===== src/rtl/cdc_pkg.sv =====
// Shared definitions for the CDC FIFO pointer controllers (write and read sides).
// Holds the default geometry and the binary-to-Gray helper.
package cdc_pkg;

  localparam int CDC_ADDR_WIDTH  = 3;
  localparam int CDC_SYNC_STAGES = 2;
  // Widest pointer the helper supports; callers zero-extend and cast back down.
  localparam int CDC_MAX_W       = 16;

  function automatic logic [CDC_MAX_W-1:0] bin2gray(input logic [CDC_MAX_W-1:0] b);
    return b ^ (b >> 1);
  endfunction

endpackage


===== src/rtl/cdc_gray_sync.sv =====
// Multi-flop resynchroniser for a Gray-coded pointer crossing into the clk domain.
// Each bit is captured independently; no logic sits in front of the first stage.
module cdc_gray_sync #(
  parameter int WIDTH  = 3,
  parameter int STAGES = 2
) (
  input  logic             clk,
  input  logic             rst,
  input  logic             clr,
  input  logic [WIDTH-1:0] din,
  output logic [WIDTH-1:0] dout
);

  logic [STAGES-1:0][WIDTH-1:0] stageReg;

  always_ff @(posedge clk or negedge rst) begin
    if (!rst) begin
      stageReg <= '0;
    end else if (clr) begin
      stageReg <= '0;
    end else begin
      stageReg <= {stageReg[STAGES-2:0], din};
    end
  end

  assign dout = stageReg[STAGES-1];

endmodule


===== src/rtl/cdc_wr_ctrl.sv =====
// Write-side pointer controller of an asynchronous FIFO: binary RAM address,
// registered Gray write pointer and a conservative registered full flag.
module cdc_wr_ctrl
  import cdc_pkg::*;
#(
  parameter int ADDR_WIDTH  = CDC_ADDR_WIDTH,
  parameter int SYNC_STAGES = CDC_SYNC_STAGES
) (
  input  logic                  clk,
  input  logic                  rst,
  input  logic                  terminate,
  input  logic                  infoInValid,
  input  logic [ADDR_WIDTH-1:0] rdPtr_gray,
  output logic                  infoInReady,
  output logic                  fifoWe,
  output logic [ADDR_WIDTH-1:0] wrAddr,
  output logic [ADDR_WIDTH-1:0] wrPtr_gray,
  output logic [ADDR_WIDTH-1:0] nextwrPtr_gray
);

  logic [ADDR_WIDTH-1:0] wrAddrReg;
  logic [ADDR_WIDTH-1:0] wrGrayReg;
  logic                  fullReg;
  logic [ADDR_WIDTH-1:0] rdSync;
  logic [ADDR_WIDTH-1:0] addrPlus1;
  logic [ADDR_WIDTH-1:0] addrPlus2;
  logic [ADDR_WIDTH-1:0] grayPlus1;
  logic [ADDR_WIDTH-1:0] grayPlus2;

  cdc_gray_sync #(
    .WIDTH  (ADDR_WIDTH),
    .STAGES (SYNC_STAGES)
  ) uRdSync (
    .clk  (clk),
    .rst  (rst),
    .clr  (terminate),
    .din  (rdPtr_gray),
    .dout (rdSync)
  );

  // Modulo-2**ADDR_WIDTH arithmetic makes the wrap free.
  assign addrPlus1 = wrAddrReg + ADDR_WIDTH'(1);
  assign addrPlus2 = wrAddrReg + ADDR_WIDTH'(2);
  assign grayPlus1 = ADDR_WIDTH'(bin2gray(CDC_MAX_W'(addrPlus1)));
  assign grayPlus2 = ADDR_WIDTH'(bin2gray(CDC_MAX_W'(addrPlus2)));

  assign infoInReady    = ~fullReg;
  assign fifoWe         = infoInValid & ~fullReg & ~terminate;
  assign wrAddr         = wrAddrReg;
  assign wrPtr_gray     = wrGrayReg;
  assign nextwrPtr_gray = grayPlus1;

  // Full compares the pointer after the pending write against a possibly stale
  // read pointer; staleness can only keep full asserted longer.
  always_ff @(posedge clk or negedge rst) begin
    if (!rst) begin
      wrAddrReg <= '0;
      wrGrayReg <= '0;
      fullReg   <= 1'b1;
    end else if (terminate) begin
      wrAddrReg <= '0;
      wrGrayReg <= '0;
      fullReg   <= 1'b1;
    end else if (fifoWe) begin
      wrAddrReg <= addrPlus1;
      wrGrayReg <= grayPlus1;
      fullReg   <= (grayPlus2 == rdSync);
    end else begin
      fullReg   <= (grayPlus1 == rdSync);
    end
  end

endmodule

===== config.mk =====
export PLATFORM = sky130hd
export DESIGN_NAME = cdc_wr_ctrl
export DESIGN_NICKNAME = d
export VERILOG_FILES = /design/src/rtl/cdc_pkg.sv /design/src/rtl/cdc_gray_sync.sv /design/src/rtl/cdc_wr_ctrl.sv
export SDC_FILE = /design/constraint.sdc
export NUM_CORES = 1
export LEC_CHECK = 0
export ABC_AREA = 1
export CORE_MARGIN = 4
export CORE_UTILIZATION = 45
export DETAILED_ROUTE_END_ITERATION = 8
export PLACE_DENSITY = 0.82
export SYNTH_ARGS = -nofsm -noshare
export SYNTH_HDL_FRONTEND = slang
export SYNTH_SLANG_ARGS = --single-unit

===== constraint.sdc =====
create_clock -name clk -period 1.9 [get_ports clk]
set_clock_uncertainty 0.2 [all_clocks]
set_input_delay 0.38 -clock clk [delete_from_list [all_inputs] [get_ports clk]]
set_output_delay 0.38 -clock clk [all_outputs]
set_load 0.02 [all_outputs]

# After elaboration in Yosys (flattened, before gate mapping)
# Cells that the tools add are included.
# W data, S select, Z words.
totals:
  regBits: 13
  input_bits: 7
classes:
  n_addsub: 2
  eq_ne: 2
  n_mux: 7
  bitwise: 6
  reduce_logical: 1
op_table:
  columns: ["operator", "count"]
  rows:
  - ["$mux W3", 4]
  - ["$eq A3 B3 Y1", 2]
  - ["$mux W6", 1]
  - ["$xor A3 B2 Y3", 2]
  - ["$add A3 B1 Y3 const B", 1]
  - ["$add A3 B2 Y3 const B", 1]
  - ["$and A1 B1 Y1", 2]
  - ["$mux W1", 2]
  - ["$not A1 Y1", 2]
  - ["$reduce_bool A2 Y1", 1]

# Longest topological paths before layout
# Gate-level depths: netlist of run 1.
depth:
  ltp_word: 5
  depth_mapped: 11
  mapped_depth_nobuf: 11

# Hierarchy
# A second synthesis of run 1 with hierarchy kept.
unflattened:
  hier_cells: 88
  area_unflattened_um2: 655.6
modules_own_cells:
  columns: ["mod", "instances", "cells_per_inst", "area_each_um2", "seq_area_each_um2"]
  rows:
  - ["cdc_wr_ctrl", 1, 67, 437.9, 151.4]
  - ["cdc_gray_sync", 1, 21, 217.7, 150.1]

# Worst setup path before layout of run 1
# OpenSTA, ideal clock, no wires.
synth_timing:
  path_type: "register to output"
  startpoint: "register wrAddrReg[0] (netlist: wrAddr[0])"
  endpoint: "output nextwrPtr_gray[1]"
  t_arrival_ns: 1.182
  required_time_ns: 1.320
  slack_ns: 0.138
  stages_incl_launch_ff: 7
  n_path_buf: 0
  cell_sequence: "dfrtp_1 -> ha_1 -> inv_1 -> nand2_1 -> nand3_1 -> nand2_1 -> inv_1"
synth_between:
  elab_chain_len: 2
synth_lines:
  columns: ["element", "line_no", "source"]
  rows:
  - ["start: declaration", "cdc_wr_ctrl.sv:21", "logic [ADDR_WIDTH-1:0] wrAddrReg;"]
  - ["start signal: assignment", "cdc_wr_ctrl.sv:65", "wrAddrReg <= addrPlus1;"]
  - ["$add A3 B1 Y3", "cdc_wr_ctrl.sv:42", "assign addrPlus1 = wrAddrReg + ADDR_WIDTH'(1);"]
  - ["$xor A3 B2 Y3", "cdc_pkg.sv:11", "return b ^ (b >> 1);"]
  - ["end: declaration", "cdc_wr_ctrl.sv:18", "output logic [ADDR_WIDTH-1:0] nextwrPtr_gray"]
# No other way between the ends.

# Worst setup path after layout of run 1
# Same ends and word-level chain as after synthesis.

==> reports/results.tsv, run 1 <==
stage	metric	value	unit
drt	wl_per_cell	13.13	µm
global_routing	grt_max_degree	13	
final_layout	final_common_cell	nand2_1	
drt	ant_nets	0	
timing	setup_ws	-0.1004	ns
power_and_ir_drop	cellLeakagePower	0.5875	nW
setup_path	ff2ff_path_depth	13	
timing	rsz0062_at_grt	yes	
floorplan	num_rows	13	
clock_tree	cts_tree	done	
logic_synthesis	avgSynthCellArea	7.522	µm²
drt	drc_errors	0	
min_path	hp-class	in -> async	
clock_tree	clk_latency	0.28	ns
setup_path	timing.critical_path.required	1.32	ns
timing	maxSlewHeadroom	0.6412	
drt	drt_wl_total	1890	µm
setup_path	timing.rr.end	fullReg	
floorplan	core_area	1334	µm²
clock_tree	cts_sinks	12	
final_layout	final_cell_mix	nand2_1 (23), buf_4 (20), dfrtp_1 (11)	
logic_synthesis	synth_area	654.4	µm²
clock_tree	cts-root-buf	clkbuf_4	
global_routing	grt_first_pass_wirelength	2891	µm
placed_design	dpl.cell_count	136	
final_layout	antenna_cells	0	
power_and_ir_drop	powerDensity	684.1	nW/µm²
floorplan	die-width	46.14	µm
final_layout	fin_util	0.8077	
setup_path	critical_path.endpoint_type	primary output	
run_status	violations	negative setup slack	
setup_path	critical_path_class	reg -> out	
floorplan	ios	18	
drt	vias	717	
drt	viasPerCell	4.979	
clock_tree	cts_hold_buf	0	
setup_path	rr_startpoint	wrAddr[0]	
run_status	status	complete, but fails checks	
clock_tree	clock_path_buffers	2	
placed_design	place_area	967.2	µm²
timing	worst_pin_slew	0.5365	ns
logic_synthesis	synthCells	87	
timing	max_freq	499.9	MHz
setup_path	timing.reg2reg.setup_slack	-0.05	ns
floorplan	floorplan.initialDensity	0.4906	
setup_path	arrival	1.42	ns
timing	drv_slew	0	
clock_tree	htreeDepth	1	
placed_design	place.gp.congestion	0.8388	
floorplan	die_y	46.14	µm
clock_tree	clk_pin_slew	0.08	ns
timing	min_period	2.000	ns
global_routing	grt_pass1_vias	678	
placed_design	hpwl	1230	µm
logic_synthesis	yosysSeqAreaShare	0.4608	
power_and_ir_drop	ir_drop	0.0006128	V
final_layout	fin_cells	144	
drt	drt_iter0_drc	16	
global_routing	overflow	0	
clock_tree	cts_made_buffers	3	
logic_synthesis	synth_cell_types	17	
logic_synthesis	syn_nets	95	
setup_path	startpoint_type	register	
timing	setup_viol	4	
final_layout	nets	138	
timing	finalCritPeriodShare	1.053	
global_routing	antenna_found_initial	0	
global_routing	grtUsageTotal	0.1963	
floorplan	dieArea	2128	µm²
final_layout	finalInstanceArea	1077	µm²
timing	hold_violations	0	
logic_synthesis	synth_seq_cells	12	
flow_run	maxCapViolCount	0	
logic_synthesis	synth_warnings	0	
final_layout	syn_to_final_growth	64.63	%
placed_design	port_buffers	17	
final_layout	layout-drive-gt1-share	0.3953	
setup_path	worstPathMaxFanout	3	
drt	drtPass1Iterations	4	
[registers in the layout (all words and copies together), names as in the netlist]
name              flops
wrPtr_gray            2
fullReg               1
wrAddr                3
uRdSync.dout          3
uRdSync.stageReg      3
[metal layers]
layer	track usage	part of all wire	vias up
li1	-	-	350
met1	0.2334	0.38	335
met2	0.3324	0.54	25
met3	0.02344	0.057	7
met4	0.1193	0.030	0
met5	0	0	-
[through the flow]
step | TNS (ns) | hold WS (ns) | worst slack (ns) | power [mW]
after floorplan | 0 | -0.1156 | 0.1379 | 0.3864
after CTS | -0.1386 | 0.2489 | -0.1229 | 0.7140
final | -0.2572 | 0.2480 | -0.1004 | 0.7369
after global routing | -0.5215 | 0.2628 | -0.1793 | 0.7799
after global placement | -1.055 | 0.2377 | -0.3157 | 0.4888
after detailed placement | -1.193 | 0.2500 | -0.3545 | 0.4929
[synthesized netlist by cell type]
cell | instances | area [µm²]
dfstp_2 | 1 | 26.28
inv_1 | 14 | 52.55
dfrtp_1 | 11 | 275.3
nor2_1 | 7 | 26.28
buf_6 | 1 | 11.26
inv_2 | 2 | 7.510
nand3_1 | 8 | 40.04
nand2_2 | 3 | 18.77
ha_1 | 1 | 12.51
nand4_1 | 1 | 6.260
buf_4 | 1 | 7.510
inv_8 | 1 | 11.26
nand2_1 | 28 | 105.1
nand3b_1 | 1 | 7.510
o21ai_0 | 5 | 25.02
nor2_4 | 1 | 11.26
nand3_2 | 1 | 10.01
[cell families after synthesis]
| kind of cell | synth area share |
|---|---|
| AND/OR/NAND/NOR | 0.3442 |
| buffers and inverters | 0.1377 |
| flip-flops | 0.4608 |
| AO/OA/AOI/OAI | 0.03823 |
| adder cells (fa/ha/maj) | 0.01912 |
[what timing repair did]
item,CTS,global route
endpoints found under the setup margin,9,4
pin swaps,4,6
gates resized for setup,32,11
buffers inserted,3,1
[worst max path at each step]
stage / end / slack [ns] / cells after the start / start
floorplan: nextwrPtr_gray[1] / 0.14 / 6 / wrAddr[0]
global placement: fifoWe / -0.32 / 4 / infoInValid
detailed placement: fifoWe / -0.35 / 4 / infoInValid
CTS: nextwrPtr_gray[1] / -0.12 / 7 / wrAddr[1]
global route: fullReg / -0.18 / 13 / wrAddr[0]
finish: nextwrPtr_gray[1] / -0.10 / 7 / wrAddr[0]
[power by group]
group / internal, mW / total, mW / switching (mW)
Sequential: 0.273 / 0.283 / 0.00980
Clock: 0.117 / 0.205 / 0.0881
Combinational: 0.119 / 0.250 / 0.130
[layout make-up]
cell class,count,area [µm²]
Sequential cell,12,301.5
Clock buffer,4,36.28
Timing Repair Buffer,40,346.6
Tap cell,15,18.77
Inverter,17,71.32
Fill cell,93,256.5
Multi-Input combinational cell,56,302.8
[critical path: stages, from the launching register on]
cell and delay (ns):
dfrtp_1 0.43, ha_4 0.20, buf_6 0.11, nand2_4 0.06, nand3_2 0.08, nand2_2 0.10
inv_2 0.04, buf_6 0.12
Note: power is estimated with default switching activity, not from simulation.
==> inputs of run 2 (changes only) <==
--- a/config.mk
+++ b/config.mk
@@ -6,7 +6,6 @@
 export NUM_CORES = 1
 export LEC_CHECK = 0
 export ABC_AREA = 1
-export CORE_MARGIN = 4
 export CORE_UTILIZATION = 45
 export DETAILED_ROUTE_END_ITERATION = 8
 export PLACE_DENSITY = 0.82
==> run 2 against run 1 <==
  * The flow still finishes with violations (negative setup slack)
  * Final cell count is 1.4% lower
  * Wire length is 5.6% lower
  * Global-route usage is 5.5 points higher
  * Sequential power hardly changed
  * Clock power hardly changed
  * Worst setup slack better by 0.053 ns
  * Die area is 24% lower
  * Core utilization is 0.47 points higher
  * Critical path depth is 1 lower
  * First-iteration DRC count is 13% lower
  * Register-to-register slack better by 0.19 ns
  * Cell area is 0.58% higher
  * Critical path type unchanged
==> reports/results.tsv, run 2 (synthesized netlist as in run 1, its figures left out) <==
stage	metric	value	unit
run_status	status	complete, but fails checks	
run_status	violations	negative setup slack	
setup_path	worstPathMaxFanout	4	
timing	worst_pin_slew	0.5417	ns
clock_tree	cts_sinks	12	
timing	hold_violations	0	
drt	ant_nets	0	
setup_path	crit_start	wrAddr[0]	
power_and_ir_drop	pwr-share-clk	0.284	
floorplan	die_y	40.14	µm
clock_tree	clock_path_buffers	2	
timing	setup_viol	3	
clock_tree	htreeDepth	1	
placed_design	place_area	967.2	µm²
final_layout	finalInstanceArea	1084	µm²
setup_path	rr_startpoint	wrAddr[0]	
placed_design	dpl.cell_count	136	
floorplan	num_rows	13	
clock_tree	cts_tree	done	
floorplan	core_area	1334	µm²
timing	min_period	1.948	ns
global_routing	antenna_found_initial	0	
timing	fin_setup_tns	-0.07853	ns
drt	viasPerCell	5.077	
drt	drtPass1Iterations	4	
setup_path	critical_path.endpoint_type	primary output	
placed_design	port_buffers	17	
power_and_ir_drop	cellLeakagePower	0.5777	nW
timing	maxSlewHeadroom	0.6377	
final_layout	nets	136	
power_and_ir_drop	p_sw	226.0	µW
timing	drv_slew	0	
power_and_ir_drop	powerDensity	671.6	nW/µm²
power_and_ir_drop	pwr-share-seq	0.387	
global_routing	grt_pass1_vias	619	
setup_path	path_delay_family	flip-flops	
floorplan	ios	18	
clock_tree	clk_latency	0.28	ns
final_layout	layout-drive-gt1-share	0.3858	
placed_design	place.gp.congestion	0.8128	
clock_tree	clk_pin_slew	0.08	ns
drt	drt_iter0_drc	14	
drt	wl_per_cell	12.57	µm
floorplan	dieArea	1611	µm²
timing	finalCritPeriodShare	1.025	
setup_path	slowest_stage	dfrtp_1	
global_routing	grt_max_degree	13	
setup_path	timing.critical_path.required	1.32	ns
power_and_ir_drop	ir_drop	0.0006695	V
final_layout	fin_cells	142	
final_layout	final_cell_mix	nand2_1 (24), buf_4 (19), dfrtp_1 (11)	
power_and_ir_drop	p_int	501.7	µW
setup_path	critPathBufInv	3	
drt	drc_errors	0	
setup_path	cp_slowest_stage_delay	0.42	ns
setup_path	arrival	1.37	ns
setup_path	critical_path_class	reg -> out	
final_layout	final_common_cell	nand2_1	
clock_tree	cts-root-buf	clkbuf_4	
final_layout	antenna_cells	0	
placed_design	hpwl	1209	µm
power_and_ir_drop	sw_frac_of_total	0.3106	
timing	max_freq	513.5	MHz
floorplan	die-width	40.14	µm
global_routing	grt_first_pass_wirelength	2580	µm
flow_run	maxCapViolCount	0	
timing	rsz0062_at_grt	yes	
final_layout	syn_to_final_growth	65.58	%
drt	drt_wl_total	1785	µm
power_and_ir_drop	combPwrFrac	0.329	
clock_tree	cts_made_buffers	3	
global_routing	overflow	0	
setup_path	crit_chain	ha_4, inv_4, nand3_4, nand2_4, inv_2, buf_6	
drt	vias	721	
timing	setup_ws	-0.04759	ns
clock_tree	cts_hold_buf	0	
min_path	hp-class	in -> async	
floorplan	floorplan.initialDensity	0.4906	
setup_path	startpoint_type	register	
global_routing	grtUsageTotal	0.2518	
[run 2: cell types whose count changed in the layout (fill, tap and decap cells not counted)]
cell     before  now
nand3_4       0    2
inv_2         6    5
nand2_2       6    4
nand3_2       2    1
nand2_4       2    3
buf_6         6    5
nand2_1      23   24
nand3_1       7    6
buf_4        20   19
inv_4         0    1
[run 2: path summary, 6_finish.rpt]
check / slack, ns / end / cells after the start
setup / recovery: -0.05 / nextwrPtr_gray[1] / 6
hold / removal: 0.25 / wrAddr[0] / 1
setup reg to reg: 0.14 / fullReg / 12
hold reg to reg: 0.26 / uRdSync.dout[1] / 2
max in group asynchronous: 0.89 / uRdSync.stageReg[2] / 1
min in group clk: 0.26 / uRdSync.dout[1] / 2
[run 2: cell type report]
| class | instances | area (µm²) |
|---|---|---|
| sequential | 12 | 301.5 |
| multi-input combinational | 56 | 325.3 |
| tap | 15 | 18.77 |
| inverter | 17 | 73.82 |
| fill | 90 | 250.2 |
| clock buffer | 4 | 36.28 |
| timing repair buffer | 38 | 327.8 |
[run 2: per-layer routing]
metal,vias to the layer above,routed length (µm),part of all wire,global-route usage
met5,-,0,0,0
met1,352,774,0.43,0.3014
met3,3,49,0.027,0.01667
met4,0,25,0.014,0.1293
met2,20,936,0.52,0.4476
li1,346,-,-,-
[run 2: worst register-to-register path, delay by kind of cell (launching register included)]
kind | cells | cell delay, ns
adders and majority gates | 1 | 0.32
buffers and inverters | 2 | 0.19
DFF | 1 | 0.42
and+or+nand+nor | 9 | 0.59
[run 2: power by group through the flow]
stage / Clock, mW / Combinational, mW / Sequential, mW
2_1_floorplan: 0 / 0.0928 / 0.294
3_3_place_gp: 0 / 0.204 / 0.284
3_5_place_dp: 0 / 0.210 / 0.285
4_1_cts: 0.206 / 0.220 / 0.281
5_1_grt: 0.214 / 0.258 / 0.283
6_report: 0.207 / 0.240 / 0.281
[run 2: per-stage QoR]
step,total power [mW],util,setup WS (ns),hold WS [ns]
3_5_place_dp,0.4946,0.7251,-0.3233,0.2458
6_report,0.7277,0.8124,-0.04759,0.2462
4_1_cts,0.7075,0.7833,-0.05148,0.2631
2_1_floorplan,0.3864,-,0.1379,-0.1156
5_1_grt,0.7552,0.8124,-0.09270,0.2829
3_3_place_gp,0.4883,0.7251,-0.3127,0.2365
[run 2: repair_timing]
item,in CTS,in global routing
setup endpoints to repair,9,4
buffers inserted,1,1
gates resized for setup,35,11
pin swaps,4,2
==> inputs of run 3 (changes only) <==
--- a/config.mk
+++ b/config.mk
@@ -7,8 +7,10 @@
 export LEC_CHECK = 0
 export ABC_AREA = 1
 export CORE_UTILIZATION = 45
+export CTS_CLUSTER_DIAMETER = 30
 export DETAILED_ROUTE_END_ITERATION = 8
 export PLACE_DENSITY = 0.82
+export RECOVER_POWER = 50
 export SYNTH_ARGS = -nofsm -noshare
 export SYNTH_HDL_FRONTEND = slang
 export SYNTH_SLANG_ARGS = --single-unit
==> constraint.sdc (replaced) <==
create_clock -name clk -period 2.1 [get_ports clk]
set_clock_uncertainty 0.2 [all_clocks]
set_input_delay 0.42 -clock clk [delete_from_list [all_inputs] [get_ports clk]]
set_output_delay 0.42 -clock clk [all_outputs]
set_load 0.02 [all_outputs]
==> run 3 against run 2 <==
  * The flow now finishes without violations
  * Largest power group unchanged
  * Die area stayed put
  * Critical path type is now in -> out
  * Worst setup slack better by 0.089 ns
  * Non-clock buffer count shrank 9
==> reports/results.tsv, run 3 (synthesized netlist as in run 1, its figures left out) <==
stage	metric	value	unit
run_status	status	finished, final reports clean	
global_routing	grtUsageTotal	0.2344	
drt	drt_wl_total	1582	µm
clock_tree	cts_hold_buf	0	
timing	max_freq	485.9	MHz
setup_path	startpoint_type	input port	
setup_path	critical_path_class	in -> out	
clock_tree	clock_path_buffers	2	
placed_design	hpwl	1112	µm
drt	drt_iter0_drc	17	
clock_tree	cts_tree	done	
final_layout	fillers	113	
clock_tree	clk_pin_slew	0.07	ns
final_layout	antenna_cells	0	
clock_tree	clk_latency	0.27	ns
power_and_ir_drop	cellLeakagePower	0.5019	nW
clock_tree	htreeDepth	1	
final_layout	layout-drive-gt1-share	0.2627	
floorplan	num_rows	13	
final_layout	finalInstanceArea	950.9	µm²
global_routing	overflow	0	
timing	worst_pin_slew	0.5481	ns
global_routing	grt_max_degree	13	
power_and_ir_drop	ir_drop	0.0004913	V
timing	hold_violations	0	
timing	drv_slew	0	
drt	drc_errors	0	
placed_design	place.gp.congestion	0.8280	
drt	wl_per_cell	11.89	µm
global_routing	grt_pass1_vias	571	
timing	min_period	2.058	ns
power_and_ir_drop	powerDensity	658.5	nW/µm²
setup_path	worstPathMaxFanout	2	
timing	finalCritPeriodShare	0.9801	
final_layout	nets	127	
timing	maxSlewHeadroom	0.6334	
final_layout	syn_to_final_growth	45.32	%
setup_path	timing.critical_path.required	1.48	ns
power_and_ir_drop	total_power	626.2	µW
floorplan	floorplan.initialDensity	0.4906	
drt	vias	673	
clock_tree	cts_made_buffers	3	
placed_design	place_area	907.1	µm²
min_path	hp-class	reg -> reg	
timing	fin_setup_tns	0	ns
floorplan	ios	18	
global_routing	antenna_found_initial	0	
final_layout	regArea	301.5	µm²
floorplan	die-width	40.14	µm
floorplan	dieArea	1611	µm²
clock_tree	cts-root-buf	clkbuf_4	
final_layout	final_cell_mix	nand2_1 (27), inv_1 (13), clkdlybuf4s50_1 (12)	
global_routing	grt_first_pass_wirelength	2373	µm
floorplan	core_area	1334	µm²
floorplan	die_y	40.14	µm
timing	setup_viol	0	
drt	ant_nets	0	
final_layout	final_common_cell	nand2_1	
drt	viasPerCell	5.060	
setup_path	critical_path.endpoint_type	primary output	
clock_tree	cts_sinks	12	
setup_path	arrival	1.44	ns
placed_design	port_buffers	17	
flow_run	maxCapViolCount	0	
final_layout	multi_input_area	282.8	µm²
drt	drtPass1Iterations	4	
run 3: cell types whose count changed in the layout (fill, tap and decap cells not counted), moves of 3 or more:
| cell | previous run | this run |
|---|---|---|
| buf_4 | 19 | 11 |
| buf_6 | 5 | 0 |
| clkdlybuf4s50_1 | 8 | 12 |
| dlygate4sd2_1 | 5 | 1 |
| inv_1 | 10 | 13 |
| nand2_1 | 24 | 27 |
| nand2_4 | 3 | 0 |
run 3: layer usage:
layer	share of wire	vias to the layer above	routed length [µm]	global-route usage
met1	0.42	313	664	0.2705
li1	-	324	-	-
met4	0.010	0	16	0.1293
met2	0.52	32	825	0.4234
met3	0.048	4	76	0.01667
met5	0	-	0	0
run 3: worst max-delay path, cell delays in order:
cell	delay (ns)
clkdlybuf4s50_1	0.51
nand2_2	0.09
nor2_4	0.08
dlygate4sd2_1	0.33
run 3: path summary, 6_finish.rpt:
path                                startpoint         endpoint  slack (ns)  depth (start not counted)
setup / recovery                   infoInValid           fifoWe        0.04                          4
hold / removal             uRdSync.stageReg[0]  uRdSync.dout[0]        0.27                          2
setup reg to reg                     wrAddr[0]          fullReg        0.34                         12
hold reg to reg            uRdSync.stageReg[0]  uRdSync.dout[0]        0.27                          2
max in group asynchronous                  rst          fullReg        0.96                          1
min in group asynchronous                  rst    wrPtr_gray[1]        0.37                          1
run 3: area by class of cell:
type | instances | share of cell area
clock buffers | 4 | 0.03816
flip-flops and latches | 12 | 0.3171
well taps | 15 | 0.01974
repair buffers | 29 | 0.2526
inverters | 17 | 0.07500
multi-input cells | 56 | 0.2974
run 3: report_power, final:
group          internal (mW)  switching (mW)  total (mW)
Sequential             0.247         0.00833       0.255
Combinational         0.0866           0.103       0.190
Clock                  0.105          0.0763       0.182
run 3: per-stage QoR:
stage            util  worst slack [ns]  std cells  hold WS [ns]
2_1_floorplan       -            0.2979         87      -0.07559
5_1_grt        0.7129          -0.01016        133        0.2923
3_5_place_dp   0.6801           -0.2131        128        0.2524
3_3_place_gp   0.6801           -0.1939        128        0.2366
4_1_cts        0.7092          0.002110        132        0.2712
6_report       0.7129           0.04184        133        0.2679
run 3: timing repair:
action | 4_1_cts | 5_1_grt
pin swaps | 0 | 2
buffers inserted | 0 | 1
endpoints found under the hold margin | 0 | 0
endpoints found under the setup margin | 4 | 4
resized for setup | 13 | 4
